### config.mk
export PLATFORM = sky130hd
export DESIGN_NAME = pipelined_addsub
export DESIGN_NICKNAME = d
export VERILOG_FILES = /design/src/rtl/adder_pkg.sv /design/src/rtl/fa_seg.sv /design/src/rtl/pipelined_addsub.sv
export SDC_FILE = /design/constraint.sdc
export NUM_CORES = 1
export LEC_CHECK = 0
export BUFFER_PORTS_ARGS = -buffer_cell sky130_fd_sc_hd__clkbuf_2
export CAP_MARGIN = 0
export CORE_ASPECT_RATIO = 0.9
export CORE_MARGIN = 2
export CORE_UTILIZATION = 50
export CTS_CLUSTER_SIZE = 24
export DETAILED_ROUTE_END_ITERATION = 10
export PLACE_DENSITY = 0.7
export SYNTH_ARGS = -nofsm -noshare
export SYNTH_HDL_FRONTEND = slang
export SYNTH_SLANG_ARGS = --single-unit
### constraint.sdc
create_clock -name clk -period 3.3 [get_ports clk]
set_input_delay 0.33 -clock clk [delete_from_list [all_inputs] [get_ports clk]]
set_output_delay 0.33 -clock clk [all_outputs]
set_load 0.005 [all_outputs]
### src/rtl/adder_pkg.sv
// Shared definitions for the pipelined adder/subtractor:
// mode encoding, stage-count helper, signed limit helpers and the
// single-bit full-adder cell that every ripple segment is built from.
package adder_pkg;

  localparam logic OP_ADD = 1'b0;
  localparam logic OP_SUB = 1'b1;

  // Widest operand the signed-limit helpers can describe.
  localparam int MAX_W = 64;

  // Number of pipeline stages for a given width and segment size.
  function automatic int calc_nstg(input int n_bit, input int seg);
    return (seg < 1) ? 1 : (n_bit / seg);
  endfunction

  // Largest signed value of width w, zero-extended to MAX_W bits.
  function automatic logic [MAX_W-1:0] smax_val(input int w);
    return (64'd1 << (w - 1)) - 64'd1;
  endfunction

  // Most negative signed value of width w, as an MAX_W-bit pattern.
  function automatic logic [MAX_W-1:0] smin_val(input int w);
    return 64'd1 << (w - 1);
  endfunction

  // Full-adder cell: returns {carry_out, sum}.
  function automatic logic [1:0] fa(input logic a, input logic b, input logic c);
    return {(a & b) | (c & (a ^ b)), a ^ b ^ c};
  endfunction

endpackage

### src/rtl/fa_seg.sv
// W-bit combinational ripple segment built from the full-adder cell.
// Besides the carry-out it exposes the carry into its MSB, which the
// final stage needs for signed-overflow detection.
module fa_seg
  import adder_pkg::*;
#(
  parameter int W = 4
) (
  input  logic [W-1:0] a,
  input  logic [W-1:0] b,
  input  logic         c_in,
  output logic [W-1:0] sum,
  output logic         c_out,
  output logic         c_msb
);

  logic [W:0] carry;

  // Ripple the carry through W full-adder cells, LSB first.
  always_comb begin
    carry    = '0;
    sum      = '0;
    carry[0] = c_in;
    for (int i = 0; i < W; i++) begin
      {carry[i+1], sum[i]} = fa(a[i], b[i], carry[i]);
    end
  end

  assign c_out = carry[W];
  assign c_msb = carry[W-1];

endmodule

### src/rtl/pipelined_addsub.sv
// Pipelined N_BIT adder/subtractor. The carry chain is cut into SEG-bit
// ripple segments with one register stage per segment; all stages move
// together under a single global enable.
//
// Handshake: an operand transfer happens on a rising edge where
// in_valid & in_ready; a result transfer where out_valid & out_ready.
// in_ready = adv = ~out_valid | out_ready, so the whole pipe holds while
// the consumer stalls a valid result, and bubbles are never collapsed.
//
// Optional build macro PIPELINED_ADDSUB_SAT_EN: on signed overflow the
// result saturates to the signed limit in the direction of the true
// result (mux lives in the final stage). Undefined: result wraps.
module pipelined_addsub
  import adder_pkg::*;
#(
  parameter int N_BIT = 16,
  parameter int SEG   = 4
) (
  input  logic             clk,
  input  logic             rst_n,
  input  logic             in_valid,
  output logic             in_ready,
  input  logic [N_BIT-1:0] A,
  input  logic [N_BIT-1:0] B,
  input  logic             c_in,
  input  logic             sub,
  output logic             out_valid,
  input  logic             out_ready,
  output logic [N_BIT-1:0] sum_res,
  output logic             c_out,
  output logic             ovf
);

  localparam int NSTG = calc_nstg(N_BIT, SEG);
  localparam int LAST = NSTG - 1;

  if (SEG < 1 || (N_BIT % SEG) != 0) begin : g_bad_cfg
    $error("pipelined_addsub: N_BIT must be a positive multiple of SEG");
  end

  localparam logic [N_BIT-1:0] ONES     = '1;
  localparam logic [N_BIT-1:0] SEG_MASK = ONES >> (N_BIT - SEG);

`ifdef PIPELINED_ADDSUB_SAT_EN
  localparam logic [MAX_W-1:0] SMAX_W = smax_val(N_BIT);
  localparam logic [MAX_W-1:0] SMIN_W = smin_val(N_BIT);
  localparam logic [N_BIT-1:0] SMAX   = SMAX_W[N_BIT-1:0];
  localparam logic [N_BIT-1:0] SMIN   = SMIN_W[N_BIT-1:0];
`endif

  logic adv;

  // Per-stage inputs (_d), next partial sum (_n) and registers (_q).
  logic [N_BIT-1:0] a_d [NSTG];
  logic [N_BIT-1:0] b_d [NSTG];
  logic [N_BIT-1:0] s_d [NSTG];
  logic [N_BIT-1:0] s_n [NSTG];
  logic             c_d [NSTG];
  logic             v_d [NSTG];
  logic [N_BIT-1:0] a_q [NSTG];
  logic [N_BIT-1:0] b_q [NSTG];
  logic [N_BIT-1:0] s_q [NSTG];
  logic             c_q [NSTG];
  logic             v_q [NSTG];
  logic [SEG-1:0]   seg_sum [NSTG];
  logic             seg_c   [NSTG];
  logic             seg_cm  [NSTG];
  logic             ovf_q;

  assign adv      = ~out_valid | out_ready;
  assign in_ready = adv;

  for (genvar k = 0; k < NSTG; k++) begin : g_stg
    logic [N_BIT-1:0] s_raw;

    if (k == 0) begin : g_first
      // Subtract is A + ~B + 1; c_in only matters in add mode.
      assign a_d[k] = A;
      assign b_d[k] = (sub == OP_SUB) ? ~B : B;
      assign c_d[k] = (sub == OP_SUB) ? 1'b1 : c_in;
      assign s_d[k] = '0;
      assign v_d[k] = in_valid;
    end else begin : g_next
      assign a_d[k] = a_q[k-1];
      assign b_d[k] = b_q[k-1];
      assign c_d[k] = c_q[k-1];
      assign s_d[k] = s_q[k-1];
      assign v_d[k] = v_q[k-1];
    end

    fa_seg #(.W(SEG)) u_seg (
      .a     (a_d[k][k*SEG +: SEG]),
      .b     (b_d[k][k*SEG +: SEG]),
      .c_in  (c_d[k]),
      .sum   (seg_sum[k]),
      .c_out (seg_c[k]),
      .c_msb (seg_cm[k])
    );

    // Merge this stage's segment into the partial sum carried so far.
    assign s_raw = (s_d[k] & ~(SEG_MASK << (k*SEG)))
                 | (N_BIT'(seg_sum[k]) << (k*SEG));

    if (k == LAST) begin : g_last
`ifdef PIPELINED_ADDSUB_SAT_EN
      // Overflow needs equal operand signs, so A's MSB gives the direction.
      assign s_n[k] = (seg_c[k] ^ seg_cm[k])
                    ? (a_d[k][N_BIT-1] ? SMIN : SMAX)
                    : s_raw;
`else
      assign s_n[k] = s_raw;
`endif
    end else begin : g_mid
      assign s_n[k] = s_raw;
    end

    // Stage register: shifts with the global enable; bubbles carry zeros.
    always_ff @(posedge clk) begin
      if (!rst_n) begin
        v_q[k] <= 1'b0;
        a_q[k] <= '0;
        b_q[k] <= '0;
        s_q[k] <= '0;
        c_q[k] <= 1'b0;
      end else if (adv) begin
        v_q[k] <= v_d[k];
        if (v_d[k]) begin
          a_q[k] <= a_d[k];
          b_q[k] <= b_d[k];
          s_q[k] <= s_n[k];
          c_q[k] <= seg_c[k];
        end else begin
          a_q[k] <= '0;
          b_q[k] <= '0;
          s_q[k] <= '0;
          c_q[k] <= 1'b0;
        end
      end
    end
  end

  // Signed overflow captured alongside the final-stage result.
  always_ff @(posedge clk) begin
    if (!rst_n) begin
      ovf_q <= 1'b0;
    end else if (adv) begin
      ovf_q <= v_d[LAST] & (seg_c[LAST] ^ seg_cm[LAST]);
    end
  end

  assign out_valid = v_q[LAST];
  assign sum_res   = s_q[LAST];
  assign c_out     = c_q[LAST];
  assign ovf       = ovf_q;

endmodule
# Yosys cells after proc, flatten, opt, wreduce, memory -nomap -nowiden
# Memories as Yosys holds them, arrays and structs flattened.
# Cells that the tools add are included.
dict set report totals {
  mem_bits_rw 200
  input_bits 38
  memories 5
  reg_bits 1
  output_inout_bits 20
}
# name depth width rd rd_clocked_by_memory_dff wr line_no
set mem_list {}
lappend mem_list {a_q 4 16 3 0 4 pipelined_addsub.sv:60} ;# logic [N_BIT-1:0] a_q [NSTG];
lappend mem_list {b_q 4 16 3 0 4 pipelined_addsub.sv:61} ;# logic [N_BIT-1:0] b_q [NSTG];
lappend mem_list {s_q 4 16 4 0 4 pipelined_addsub.sv:62} ;# logic [N_BIT-1:0] s_q [NSTG];
lappend mem_list {c_q 4 1 4 0 4 pipelined_addsub.sv:63} ;# logic c_q [NSTG];
lappend mem_list {v_q 4 1 4 0 4 pipelined_addsub.sv:64} ;# logic v_q [NSTG];
dict set report classes {
  n_bitwise 124
  n_mux 74
}
# operator n
set ops {}
lappend ops {{$mux W16} 25}
lappend ops {{$or A1 B1 Y1} 53}
lappend ops {{$mux W1} 49}
lappend ops {{$and A1 B1 Y1} 33}
lappend ops {{$xor A1 B1 Y1} 33}
lappend ops {{$not A16 Y16} 1}
lappend ops {{$or A12 B16 Y16} 1}
lappend ops {{$or A16 B12 Y16} 1}
lappend ops {{$or A16 B8 Y16} 1}
lappend ops {{$not A1 Y1} 1}

# Depth between registers and ports, before layout
dict set report depth {
  word_depth 13
  ltp_mapped 10
  mapped_depth_nobuf 8
}

# By module
# A second synthesis with hierarchy kept.
dict set report unflattened {
  hier_cells 308
  hier_area_um2 4504.3
}
# module seq_area_each_um2 cells_per_inst area_each_um2 n_inst
set by_module_without_submodules {}
lappend by_module_without_submodules {pipelined_addsub 2882.8 252 4033.9 1}
lappend by_module_without_submodules {fa_seg 0.0 14 117.6 4}

# Worst setup path after synthesis
# OpenSTA, ideal clock, no wires.
dict set report synth_path {
  kind {input -> register}
  startpoint {in sub}
  endpoint {mem s_q[0][3] (data pin)}
  path_slack_ns 0.659
  t_required_ns 3.124
  n_path_buf 2
  setup_time_ns 0.176
  arrival_time_ns 2.465
  path_stages 10
  path_cell_list {buf_2 buf_4 xnor2_1 fa_1 inv_1 fa_1 inv_1 fa_1 fa_1 nor4_1}
}
# item line_no
set synth_lines {}
lappend synth_lines {{start, declared} pipelined_addsub.sv:26} ;# input logic sub,
lappend synth_lines {{end, declared} pipelined_addsub.sv:62}

==> summary.txt <==
==================================================================================
Synthesized instance count                                                     285
Routing layer with the top usage in global route                              met2
Die Width                                                                 102.6 µm
Number of cells upsized or downsized after cts                                   0
Vias per inst                                                                5.121
Clk buf depth                                                                    2
Path class of the lowest-slack min-delay path                         input port to flip-flop
Max IR drop VDD                                                          0.2006 mV
Max-slew violation total from the final report                                   0
Clk slew on worst S/H paths                                                  90 ps
All-Layer GR Usage                                                          15.66%
Fmax achieved                                                            401.5 MHz
Pwr/cell area                                                         477.0 nW/µm²
Yosys synthesis warning count                                                    0
Final standard cell utilization of the core                                 57.95%
Result of the run                                                        completed
Final antenna-violating net count                                                0
Mean instance size in the synthesized netlist                            15.34 µm²
Cell area after technology mapping                                        4372 µm²
Number of buffers created by CTS                                                 9
Number of design rule violations left after detail routing                       0
Final net count                                                                386
Worst endpoint data arrival time                                           2670 ps
Leftover overflow at the end of global routing                                   0
Die height                                                                92.71 µm
Final estimated routing congestion in global placement                      0.7365
Fraction of registers with async set/reset                                      0%
Latest clock arrival within the worst-skew pair                             350 ps
Most used flip-flop cell after synthesis                              sky130_fd_sc_hd__edfxtp_1
Cell occurring most often along the worst timing path                 sky130_fd_sc_hd__fa_1
Drt first pass iters                                                             4
Post-synth cell types                                                           25
Number of buffers inserted by post-CTS setup repair                              0
Inst Count DP                                                                  440
Number of enable-type register cells in the synthesized netlist                 94
Post-synthesis to final-layout area growth                                  13.05%
Routing usage on met2                                                       24.13%
Final setup violating endpoints                                                  0
Type of the setup path with the least slack                           flip-flop to flip-flop
Total wire length after detailed routing                                   6487 µm
WP buf/inv                                                                       1
Buffers added on ports                                                          57
Antenna violations before repair                                                 0
Die Outline Area                                                          9509 µm²
Post-layout minimum cycle time                                             2491 ps
Setup repair after global routing missed its margin                          false
Cell at the root of the clock tree                                    sky130_fd_sc_hd__clkbuf_8
Hold violation total from the final report                                       0
H-tree levels                                                                    3
Pin count of the biggest net entering global routing                            60
Critical path startpoint category                                        flip-flop
Kind of cell with the highest combined delay on the critical path      adder cells
Cell-by-cell listing of the critical path                             fa_1 -> fa_1 -> fa_1 -> inv_1 -> fa_1 -> nor3_1
Global-route wire length before repair                                    11340 µm
Flops & latches, synth                                                          97
Starting density of the core                                                51.26%
Number of clock sinks seen by CTS                                               97
Mapped Nets                                                                    339
Met3 capacity usage during global routing                                   5.283%
Met1 capacity usage during global routing                                   21.53%
Share of the clock period used by the worst path                            75.48%
Final antenna diode count                                                        0
Share of final-layout standard cells stronger than drive strength 1         23.74%
Clock Skew                                                                8.171 ps
Count of vias placed by the detailed router                                   2335
Sort of element at the end of the critical path                          flip-flop
Maximum Capacitance Violations                                                   0
Iteration-0 DRC Markers                                                         98
Number of global-route vias before repair                                     2355
I/O pins                                                                        58
P_leak                                                                 0.001945 µW
Share of the yosys chip area belonging to registers                         65.94%
Core Footprint                                                            8528 µm²
Drt wl/cell                                                               14.23 µm
Slew at the pin closest to its max-slew limit                             719.1 ps
Worst slew margin relative to its limit                                     51.91%
Critical path peak fanout                                                        2
TritonCTS clock tree                                                          done
Critical Path RT                                                           3480 ps
Non-filler cells in the finished layout                                        456
Crit-path slowest cell                                                sky130_fd_sc_hd__fa_1
Row count                                                                       32
Setup TNS Final                                                               0 ps
Max incr delay on CP                                                        450 ps
HPWL Detailed                                                              4377 µm
Number of hold-repair buffers added at the cts stage                             0
==================================================================================
[flip-flops by register name, indices dropped and copies added (netlist names)]
signal,flops
ovf,1
s_q,40
a_q,24
c_q,4
b_q,24
v_q,4
[metrics by stage]
stage          area (µm²)  setup WS [ps]  power (µW)  hold WS [ps]
2_1_floorplan        4372          659.2        1499         429.1
3_3_place_gp         4712          732.2        1541         439.9
3_5_place_dp         4712          674.6        1546         456.2
4_1_cts              4942          819.0        2384         300.1
5_1_grt              4942          657.3        2450         311.5
6_report             4942          809.1        2357         321.3
[logic make-up after synthesis]
logic type / synth area share [%]
flip-flops: 65.94
adder cells (fa/ha/maj): 7.327
AO/OA/AOI/OAI: 0.5440
XOR/XNOR: 3.406
buffers and inverters: 5.151
AND/OR/NAND/NOR: 17.63
[placed cells by master, fill, tap and decap left out]
cell type,count
sky130_fd_sc_hd__clkbuf_8,11
sky130_fd_sc_hd__inv_1,20
sky130_fd_sc_hd__edfxtp_1,94
sky130_fd_sc_hd__xnor2_1,15
sky130_fd_sc_hd__nor4b_1,1
sky130_fd_sc_hd__nor3b_1,33
sky130_fd_sc_hd__o32ai_1,2
sky130_fd_sc_hd__nor2b_4,1
sky130_fd_sc_hd__fa_1,16
sky130_fd_sc_hd__bufinv_16,2
sky130_fd_sc_hd__o22ai_1,1
sky130_fd_sc_hd__clkbuf_2,57
sky130_fd_sc_hd__clkinvlp_4,2
sky130_fd_sc_hd__dfxtp_1,3
sky130_fd_sc_hd__nand3b_1,5
sky130_fd_sc_hd__nor3_1,5
sky130_fd_sc_hd__clkinv_1,1
sky130_fd_sc_hd__and3_1,1
sky130_fd_sc_hd__xor2_1,2
sky130_fd_sc_hd__nand2_1,2
sky130_fd_sc_hd__nor4_1,16
sky130_fd_sc_hd__nor2_1,2
sky130_fd_sc_hd__buf_4,5
sky130_fd_sc_hd__clkbuf_1,1
sky130_fd_sc_hd__inv_2,2
sky130_fd_sc_hd__and4_1,37
[layer usage]
metal,vias up,routed length [µm]
met5,-,0
li1,1169,-
met2,75,3049
met1,1087,3011
met3,4,369
met4,0,57
[worst paths after layout]
check	from	end	slack, ps	depth (start not counted)
worst min-delay path	A[12]	a_q[0][12]	320	2
worst min register to register	ovf	ovf	470	2
worst max register to register	a_q[1][12]	s_q[3][15]	810	6
worst max-delay path	a_q[1][12]	s_q[3][15]	810	6
[cell type report]
| cell class | instances | area [µm²] |
|---|---|---|
| flip-flops and latches | 97 | 2883 |
| clock inverters | 4 | 75.07 |
| repair buffers | 62 | 322.8 |
| clock buffers | 12 | 155.1 |
| multi-input cells | 139 | 1271 |
| fillers | 686 | 3586 |
| inverters | 23 | 86.33 |
| well taps | 119 | 148.9 |
[power by group]
group / internal, µW / switching [µW] / total [µW]
combinational: 58.1 / 67.2 / 125
sequential: 1370 / 14.8 / 1390
clock: 468 / 374 / 843
total: 1900 / 456 / 2360
[synthesized netlist by cell type, drive strengths merged, types with 2 or more instances]
cell type / n / area, µm²
xnor2: 15 / 131.4
edfxtp: 94 / 2823
o32ai: 2 / 17.52
nor3b: 33 / 247.7
nor4: 16 / 100.1
nor2: 2 / 7.510
and4: 37 / 324.1
nand2: 2 / 7.510
inv: 22 / 82.58
dfxtp: 3 / 60.06
xor2: 2 / 17.52
clkbuf: 13 / 50.04
nand3b: 5 / 37.54
buf: 13 / 88.83
fa: 16 / 320.3
nor3: 5 / 25.02
(Power assumes the default switching activity.)
